`config.mk`:
```
export PLATFORM = sky130hd
export DESIGN_NAME = reff_avg
export DESIGN_NICKNAME = d
export VERILOG_FILES = /design/src/rtl/reff_avg.sv
export SDC_FILE = /design/constraint.sdc
export NUM_CORES = 1
export LEC_CHECK = 0
export ABC_AREA = 1
export ABC_CLOCK_PERIOD_IN_PS = 8760
export CORE_AREA = 2 2 117 204
export DETAILED_ROUTE_END_ITERATION = 10
export DIE_AREA = 0 0 119 206
export GPL_ROUTABILITY_DRIVEN = 0
export PLACE_DENSITY = 0.8
export SLEW_MARGIN = 20
export SYNTH_ARGS = -nofsm -noshare
export SYNTH_HDL_FRONTEND = slang
export SYNTH_SLANG_ARGS = --single-unit
```
`constraint.sdc`:
```
create_clock -name clk -period 8.76 [get_ports clk]
set_input_delay 1.314 -clock clk [delete_from_list [all_inputs] [get_ports clk]]
set_output_delay 1.314 -clock clk [all_outputs]
set_load 0.05 [all_outputs]
```
`src/rtl/reff_avg.sv`:
```
// Frame-rate post-processor: resynchronises head_flag, captures channel words once per frame,
// and keeps an N-deep moving average of reff with a deviation flag.
module reff_avg #(
  parameter int unsigned WIDTH    = 14,
  parameter int unsigned AVG_LOG2 = 3,
  parameter int unsigned DEV_THR  = 200
) (
  input  logic             clk,
  input  logic             rst,
  input  logic             head_flag,
  input  logic [WIDTH-1:0] buffer_2,
  input  logic [WIDTH-1:0] buffer_3,
  input  logic [WIDTH-1:0] reff,
  output logic [WIDTH-1:0] ch1_out,
  output logic [WIDTH-1:0] ch2_out,
  output logic [WIDTH-1:0] avg_out,
  output logic             avg_valid,
  output logic             frame_done,
  output logic             dev_flag,
  output logic             win_full,
  output logic [15:0]      frame_cnt
);

  localparam int unsigned N    = 1 << AVG_LOG2;
  localparam int unsigned AccW = WIDTH + AVG_LOG2;
  localparam logic [AVG_LOG2:0] FillMax = N[AVG_LOG2:0];
  localparam logic [WIDTH:0]    Thr     = (WIDTH + 1)'(DEV_THR);

  typedef enum logic [1:0] {StIdle, StUpd, StOut} state_e;

  state_e state_q, state_d;

  logic hf_s1_q, hf_s2_q, hf_s3_q;
  logic fall;
  logic cap_en, upd_en, out_en;

  logic [WIDTH-1:0]        cap_b2_q, cap_b3_q, samp_q;
  logic signed [AccW-1:0]  acc_q, acc_d;
  logic [AVG_LOG2-1:0]     wr_ptr_q;
  logic [AVG_LOG2:0]       fill_cnt_q;
  logic [WIDTH-1:0]        ring_q [N];
  logic [WIDTH-1:0]        old_w;
  logic signed [WIDTH-1:0] avg_w;
  logic signed [WIDTH:0]   diff_w;
  logic [WIDTH:0]          abs_w;

  logic [WIDTH-1:0] ch1_q, ch2_q, avg_q;
  logic             avg_valid_q, frame_done_q, dev_flag_q;
  logic [15:0]      frame_cnt_q;

  assign fall     = hf_s3_q & ~hf_s2_q;
  assign win_full = (fill_cnt_q == FillMax);

  // Oldest sample only leaves the sum once the window has wrapped.
  assign old_w  = win_full ? ring_q[wr_ptr_q] : '0;
  assign acc_d  = acc_q + AccW'($signed(samp_q)) - AccW'($signed(old_w));
  assign avg_w  = WIDTH'(acc_q >>> AVG_LOG2);
  assign diff_w = (WIDTH + 1)'($signed(samp_q)) - (WIDTH + 1)'(avg_w);
  assign abs_w  = diff_w[WIDTH] ? (WIDTH + 1)'(-diff_w) : diff_w;

  always_ff @(posedge clk) begin
    if (rst) begin
      state_q <= StIdle;
    end else begin
      state_q <= state_d;
    end
  end

  always_comb begin
    state_d = state_q;
    unique case (state_q)
      StIdle:  if (fall) state_d = StUpd;
      StUpd:   state_d = StOut;
      StOut:   state_d = StIdle;
      default: state_d = StIdle;
    endcase
  end

  always_comb begin
    cap_en = 1'b0;
    upd_en = 1'b0;
    out_en = 1'b0;
    unique case (state_q)
      StIdle:  cap_en = fall;
      StUpd:   upd_en = 1'b1;
      StOut:   out_en = 1'b1;
      default: ;
    endcase
  end

  always_ff @(posedge clk) begin
    if (rst) begin
      hf_s1_q <= 1'b0;
      hf_s2_q <= 1'b0;
      hf_s3_q <= 1'b0;
    end else begin
      hf_s1_q <= head_flag;
      hf_s2_q <= hf_s1_q;
      hf_s3_q <= hf_s2_q;
    end
  end

  always_ff @(posedge clk) begin
    if (rst) begin
      cap_b2_q   <= '0;
      cap_b3_q   <= '0;
      samp_q     <= '0;
      acc_q      <= '0;
      wr_ptr_q   <= '0;
      fill_cnt_q <= '0;
    end else begin
      if (cap_en) begin
        cap_b2_q <= buffer_2;
        cap_b3_q <= buffer_3;
        samp_q   <= reff;
      end
      if (upd_en) begin
        acc_q    <= acc_d;
        wr_ptr_q <= wr_ptr_q + 1'b1;
        if (!win_full) fill_cnt_q <= fill_cnt_q + 1'b1;
      end
    end
  end

  // Ring contents survive reset; fill_cnt masks stale entries.
  always_ff @(posedge clk) begin
    if (upd_en) ring_q[wr_ptr_q] <= samp_q;
  end

  always_ff @(posedge clk) begin
    if (rst) begin
      ch1_q        <= '0;
      ch2_q        <= '0;
      avg_q        <= '0;
      avg_valid_q  <= 1'b0;
      frame_done_q <= 1'b0;
      dev_flag_q   <= 1'b0;
      frame_cnt_q  <= '0;
    end else begin
      frame_done_q <= out_en;
      avg_valid_q  <= out_en & win_full;
      if (out_en) begin
        ch1_q       <= cap_b2_q;
        ch2_q       <= cap_b3_q;
        avg_q       <= avg_w;
        dev_flag_q  <= (abs_w > Thr);
        frame_cnt_q <= frame_cnt_q + 16'd1;
      end
    end
  end

  assign ch1_out    = ch1_q;
  assign ch2_out    = ch2_q;
  assign avg_out    = avg_q;
  assign avg_valid  = avg_valid_q;
  assign frame_done = frame_done_q;
  assign dev_flag   = dev_flag_q;
  assign frame_cnt  = frame_cnt_q;

endmodule
```
; ---- Yosys cells after proc, flatten, opt, wreduce, memory -nomap -nowiden
; Memories as Yosys holds them, arrays and structs flattened. A register that Yosys moved wholly into a read port is not among the register bits.
; Cells that the tools add are included.
; Widths: inputs -> output; s select.
[totals]
register_bits = 132
ramBits = 112
in_bits = 45
output_inout_bits = 62
mem_count = 1
[mem_list]
columns = memory, words, word_bits, rd, rd_ports_with_merged_regs, wr, line
row1 = ring_q, 8, 14, 1, 1, 1, 41  ; logic [WIDTH-1:0] ring_q [N];
[op_classes]
addsub = 7
order_cmp = 1
eq_ne = 4
n_mux = 11
n_bitwise = 4
n_reduce_logical = 2
[op_table]
columns = op, count
row1 = $add 17x14->17, 1
row2 = $sub 17x14->17, 1
row3 = $add 16x1->16 const B, 1
row4 = $gt 15x8->1 const B, 1
row5 = $mux 15, 1
row6 = $neg 15->15, 1
row7 = $sub 14x14->15, 1
row8 = $mux 14, 1
row9 = $mux 3, 2
row10 = $mux 1, 5
row11 = $add 4x1->4 const B, 1
row12 = $eq 4x4->1 const B, 1
row13 = $pmux 2 s2, 1
row14 = $add 3x1->3 const B, 1
row15 = $and 1x1->1, 2
row16 = $eq 2x1->1 const B, 1
row17 = $eq 2x2->1 const B, 1
row18 = $logic_not 2->1, 1
row19 = $mux 2, 1
row20 = $ne 2x2->1 const B, 1
row21 = $not 1->1, 2
row22 = $reduce_and 2->1, 1

; ---- Longest topological paths before layout
[logic_depth]
word_depth = 4
depth_mapped = 25
mapped_depth_nobuf = 24

; ---- Worst setup path before layout
; OpenSTA, ideal clock, no wires.
[synth_timing]
kind = flip-flop to flip-flop
from = reg fill_cnt_q[0]
to = reg acc_q[12]
setup_time_ns = 0.109
t_arrival_ns = 3.778
t_required_ns = 8.651
path_slack_ns = 4.873
path_stages_with_launch = 22
synth_period_minus_slack_ns = 3.887
cell_sequence = dfxtp_1 inv_1 ha_1 nand2_1 nor2_1 clkbuf_1 o21ai_0 a31oi_1 fa_1 fa_1 o21ai_1 nand2_1 nand2_1 a21oi_1 o21ai_1 nand3_1 nand2_1 nand2_1 nand3_1 nand3_1 nand2_1 inv_1
[synth_between]
elab_chain_len = 3
[synth_rtl]
columns = item, line
row1 = "start, declared", 40  ; logic [AVG_LOG2:0] fill_cnt_q;
row2 = "start signal, assigned", 120  ; if (!win_full) fill_cnt_q <= fill_cnt_q + 1'b1;
row3 = $eq 4x4->1, 52  ; assign win_full = (fill_cnt_q == FillMax);
row4 = via win_full, 20  ; output logic win_full,
row5 = $mux 14, 55  ; assign old_w = win_full ? ring_q[wr_ptr_q] : '0;
row6 = $sub 17x14->17, 56  ; assign acc_d = acc_q + AccW'($signed(samp_q)) - AccW'($signed(old_w));
row7 = "end signal, assigned", 108  ; acc_q <= '0;
row8 = "end signal, assigned", 118  ; acc_q <= acc_d;
row9 = "end, declared", 38  ; logic signed [AccW-1:0] acc_q, acc_d;
; The timed path passes the listed nets, and every way through them passes these cells.
; A chain may end at the register's enable or synchronous reset.

==> report_table.html <==
<table>
<tr><th>Metric</th><th>Value</th></tr>
<tr><th colspan="2">Synth</th></tr>
<tr><td>Number of enable-type register cells in the synthesized netlist</td><td>between 100 and 150</td></tr>
<tr><td>Warnings, synthesis</td><td>0</td></tr>
<tr><td>Yosys reg bits</td><td>around 250</td></tr>
<tr><td>Flip-flop cell with the highest count after synthesis</td><td>dfxtp_1</td></tr>
<tr><td>Proportion of synthesized chip area in sequential cells</td><td>a little over half</td></tr>
<tr><td>Most area-hungry cell type in the Yosys netlist</td><td>edfxtp_1</td></tr>
<tr><td>Area share of the largest cell type after synthesis</td><td>approximately 29%</td></tr>
<tr><td>Synth top area cells</td><td>edfxtp_1 (29%), dfxtp_1 (23%), nor2_1 (8.2%), o21ai_0 (8.0%), nand2_1 (5.1%)</td></tr>
<tr><td>Post-Synthesis Net Count</td><td>roughly 1400</td></tr>
<tr><td>Post-synthesis instance area</td><td>between 0.01 and 0.015 mm2</td></tr>
<tr><td>Number of instances in the synthesized netlist</td><td>roughly 1300</td></tr>
<tr><td>Async SR Flop Fraction</td><td>0%</td></tr>
<tr><td>Post-Synthesis Mean Instance Area</td><td>roughly 8.6 um2</td></tr>
<tr><td>Unique cell type count in the Yosys netlist</td><td>42</td></tr>
<tr><th colspan="2">Power</th></tr>
<tr><td>Leakage power</td><td>5.68 nW</td></tr>
<tr><td>Peak ir drop on the vdd network</td><td>0.000205 V</td></tr>
<tr><td>P per Cell Area</td><td>just under 200 mW/mm2</td></tr>
<tr><th colspan="2">Critical path</th></tr>
<tr><td>CP delay by family, top</td><td>buffers and inverters</td></tr>
<tr><td>Capturing element type of the critical path</td><td>flip-flop</td></tr>
<tr><td>Critical path class</td><td>reg2reg</td></tr>
<tr><td>Critical path buffer and inverter count</td><td>6</td></tr>
<tr><td>Required time worst endpoint</td><td>between 9000 and 10000 ps</td></tr>
<tr><td>Endpoint of the most critical register-to-register path</td><td>acc_q[12]$_SDFFE_PP0P_</td></tr>
<tr><td>Nature of the critical path startpoint</td><td>flip-flop</td></tr>
<tr><td>Cell repeated most along the worst path</td><td>nand2_1</td></tr>
<tr><td>Longest individual stage delay on the worst path</td><td>~520 ps</td></tr>
<tr><td>Top fanout value on the critical path</td><td>57</td></tr>
<tr><td>Setup slack, reg-to-reg</td><td>roughly 3900 ps</td></tr>
<tr><td>Series of cell instances along the critical path</td><td>buf_4 &gt; inv_1 &gt; buf_4 &gt; o21ai_0 &gt; o22ai_1 &gt; o21ai_0 &gt; a31oi_1 &gt; ha_1 &gt; inv_1 &gt; ha_1 &gt; inv_1 &gt; fa_1 &gt; o21ai_1 &gt; nand2_1 &gt; nand2_1 &gt; a21oi_1 &gt; o21ai_1 &gt; nand3_1 &gt; nand2_1 &gt; nand2_1 &gt; nand3_1 &gt; nand3_1 &gt; nand2_1 &gt; inv_1</td></tr>
<tr><td>Library cell contributing the largest single delay on the critical path</td><td>inv_1</td></tr>
<tr><td>Arrival time of the worst setup path</td><td>around 5300 ps</td></tr>
<tr><td>Length in cells of the worst reg-to-reg path</td><td>24</td></tr>
<tr><th colspan="2">Placement</th></tr>
<tr><td>Quantity of I/O buffers inserted on ports</td><td>approximately 110</td></tr>
<tr><td>Post-Place Setup Slack</td><td>between 4000 and 5000 ps</td></tr>
<tr><td>Final HPWL DP</td><td>approximately 19 mm</td></tr>
<tr><th colspan="2">Route</th></tr>
<tr><td>Pre-antenna DRT Iters</td><td>7</td></tr>
<tr><td>First-iteration detailed-routing DRC count</td><td>roughly 720</td></tr>
<tr><td>Mean number of vias per cell</td><td>5.40</td></tr>
<tr><td>DRC</td><td>0</td></tr>
<tr><td>Number of nets with antenna violations after routing</td><td>0</td></tr>
<tr><td>Total via count in the routed design</td><td>9462</td></tr>
<tr><td>Final routed wire length divided by cell count</td><td>between 15 and 20 um</td></tr>
<tr><td>Overall routed net length</td><td>28.3 mm</td></tr>
<tr><th colspan="2">Timing</th></tr>
<tr><td>Fmax</td><td>~210 MHz</td></tr>
<tr><td>Worst setup margin</td><td>slightly below 4000 ps</td></tr>
<tr><td>Final TNS setup</td><td>0 ps</td></tr>
<tr><td>Final-report max-slew violation count</td><td>0</td></tr>
<tr><td>Setup repair after global routing missed its margin</td><td>false</td></tr>
<tr><td>Slew margin rel.</td><td>28.3%</td></tr>
<tr><td># setup viols final</td><td>0</td></tr>
<tr><td>Clk_skew</td><td>about 20 ps</td></tr>
<tr><td>Final Hold Fails</td><td>0</td></tr>
<tr><td>Fraction of the cycle the final worst path needs</td><td>around 55%</td></tr>
<tr><td>Worst Max-Slew Pin Slew</td><td>approximately 1100 ps</td></tr>
<tr><td>Min Tclk post-route</td><td>between 4000 and 5000 ps</td></tr>
<tr><th colspan="2">Floorplan</th></tr>
<tr><td>Area inside the core boundary</td><td>about 0.023 mm2</td></tr>
<tr><td>Die Span Y</td><td>around 210 um</td></tr>
<tr><td>Starting density of the core</td><td>between 40% and 50%</td></tr>
<tr><td>Top-level I/O count</td><td>107</td></tr>
<tr><td>Core Rows</td><td>74</td></tr>
<tr><td>Die Span X</td><td>roughly 120 um</td></tr>
<tr><td>Area enclosed by the die boundary</td><td>0.0245 mm2</td></tr>
<tr><th colspan="2">Clocking</th></tr>
<tr><td>Clock tree from TritonCTS</td><td>yes</td></tr>
<tr><td>Level count of the clock H-tree</td><td>1</td></tr>
<tr><td>Clock tree buffer depth</td><td>3</td></tr>
<tr><td>Clock-pin slew on the worst setup and hold paths</td><td>~70 ps</td></tr>
<tr><td>Number of hold buffers added after CTS</td><td>0</td></tr>
<tr><td>Setup repair bufs after CTS</td><td>0</td></tr>
<tr><td>Number of clock buffers inserted by TritonCTS</td><td>23</td></tr>
<tr><td>Sink count of the clock tree</td><td>between 200 and 250</td></tr>
<tr><td>Clock latency reported for the late side of the worst-skew pair</td><td>between 500 and 600 ps</td></tr>
<tr><td>Buffer cell driving the clock tree root</td><td>clkbuf_16</td></tr>
<tr><td>Post-CTS resize count</td><td>0</td></tr>
<tr><th colspan="2">Cells and area</th></tr>
<tr><td>Share of layout cells above drive strength 1</td><td>between 5 and 6%</td></tr>
<tr><td>Diode count</td><td>0</td></tr>
<tr><td>Fill cell instance count of the final layout</td><td>roughly 1900</td></tr>
<tr><td>Commonest non-fill, non-tap cell in the layout</td><td>nor2_1</td></tr>
<tr><td>Most frequent cells in the layout</td><td>nor2_1 (244), o21ai_0 (184), nand2_1 (158), inv_1 (156), dfxtp_1 (135)</td></tr>
<tr><td>Final #Nets</td><td>about 1500</td></tr>
<tr><td>Growth of design area from synthesis to finish</td><td>18.6%</td></tr>
<tr><th colspan="2">Worst hold path</th></tr>
<tr><td>Startpoint of the tightest hold check path</td><td>hf_s1_q$_SDFF_PP0_</td></tr>
<tr><td>Worst Hold Depth</td><td>2</td></tr>
<tr><td>Hold Crit Class</td><td>reg2reg</td></tr>
<tr><td>Destination of the worst hold path</td><td>hf_s2_q$_SDFF_PP0_</td></tr>
<tr><th colspan="2">Job</th></tr>
<tr><td>Maxcap violations</td><td>0</td></tr>
<tr><th colspan="2">GRT</th></tr>
<tr><td>Pin count of the biggest net entering global routing</td><td>between 90 and 100</td></tr>
<tr><td>Number of antenna violations at the first check in global routing</td><td>0</td></tr>
<tr><td>Gr ovfl total</td><td>0</td></tr>
<tr><td>Global-route wire length before repair</td><td>between 40 and 50 mm</td></tr>
<tr><td>All-layer global routing usage</td><td>between 20% and 30%</td></tr>
<tr><td>Vias in the first global route</td><td>9356</td></tr>
<tr><th colspan="2">Status</th></tr>
<tr><td>Outcome</td><td>complete, no violations</td></tr>
</table>
cell type report:
type | instances | area, um2 | area share, %
Sequential cell | 247 | 6070 | 44.4
Multi-Input combinational cell | 880 | 4650 | 34.0
Timing Repair Buffer | 117 | 1140 | 8.37
Inverter | 161 | 604 | 4.42
Clock buffer | 23 | 576 | 4.21
Tap cell | 304 | 380 | 2.78
Clock inverter | 19 | 248 | 1.81
worst max path at each step:
stage / endpoint / cells after the start / slack (ps) / from
floorplan: acc_q[12]$_SDFFE_PP0P_ / 21 / 4870 / fill_cnt_q[0]$_SDFFE_PP0P_
global placement: acc_q[13]$_SDFFE_PP0P_ / 22 / 4180 / flip-flop
detailed placement: acc_q[13]$_SDFFE_PP0P_ / 22 / 4040 / flip-flop
CTS: acc_q[12]$_SDFFE_PP0P_ / 24 / 4040 / flip-flop
global route: acc_q[12]$_SDFFE_PP0P_ / 21 / 3550 / flip-flop
finish: acc_q[12]$_SDFFE_PP0P_ / 24 / 3910 / flip-flop
cells in the mapped netlist, types with 3 or more instances:
cell type,instances
o21a_1,3
edfxtp_1,112
nand4_1,8
xnor2_1,6
inv_1,157
clkbuf_1,52
dfxtp_1,135
o21ai_1,6
a31oi_1,14
a21o_1,3
inv_2,3
buf_1,3
nand3_1,51
fa_1,17
ha_1,37
xor2_1,10
o22ai_1,14
a21oi_1,88
nor3_1,5
nor2_1,251
o21ai_0,184
nand2_1,158
where the power goes:
group / switching [mW] / internal [mW]
registers: 0.0114 / 1.21
clock network: 0.451 / 0.637
logic: 0.214 / 0.126
total: 0.676 / 1.97
per-layer routing:
metal	up-vias	share of wire, %	global-route usage, %
li1	4631	-	-
met5	-	0	0
met3	102	6.6	3.61
met4	0	4.9	11.9
met1	4380	36	23.9
met2	349	52	43.6
registers in the layout, indices dropped and copies added (netlist names), named ones only:
name and cells:
acc_q 17, avg_out 14, avg_valid 1, cap_b2_q 14, cap_b3_q 14, ch1_out 14
ch2_out 14, dev_flag 1, fill_cnt_q 4, frame_cnt 16, frame_done 1, hf_s1_q 1
hf_s2_q 1, hf_s3_q 1, ring_q 112, samp_q 14, state_q 2, wr_ptr_q 3
per-stage QoR:
stage,hold WS [ps],cell area [um2],util [%],std cells,power (mW)
6_report,412,13700,59.3,1751,2.65
3_5_place_dp,405,12800,55.7,1709,1.58
3_3_place_gp,390,12800,55.7,1709,1.57
5_1_grt,460,13700,59.3,1751,2.75
2_1_floorplan,388,11500,-,1345,1.50
4_1_cts,414,13700,59.3,1751,2.66
worst reg2reg max path: stages, from the launching register on:
cell and delay, ps:
dfxtp_1 310, buf_4 440, inv_1 580, buf_4 370, o21ai_0 190, o22ai_1 110, o21ai_0 210, a31oi_1 120
ha_1 350, inv_1 60, ha_1 160, inv_1 60, fa_1 400, o21ai_1 210, nand2_1 80, nand2_1 80
a21oi_1 130, o21ai_1 280, nand3_1 120, nand2_1 140, nand2_1 90, nand3_1 80, nand3_1 90, nand2_1 70
inv_1 30
kinds of logic (layout without fill, tap and decap cells):
group | after synthesis | in the layout | share of synthesized area [%]
AOI/OAI and AO/OA | 324 | 324 | 14.8
xor gates and xnor gates | 16 | 16 | 1.22
adders and majority gates | 54 | 54 | 6.97
buffers and inverters | 218 | 320 | 7.17
DFF | 247 | 247 | 52.6
and+or+nand+nor | 486 | 486 | 17.2
No activity file was read; power rests on OpenSTA's default activity.
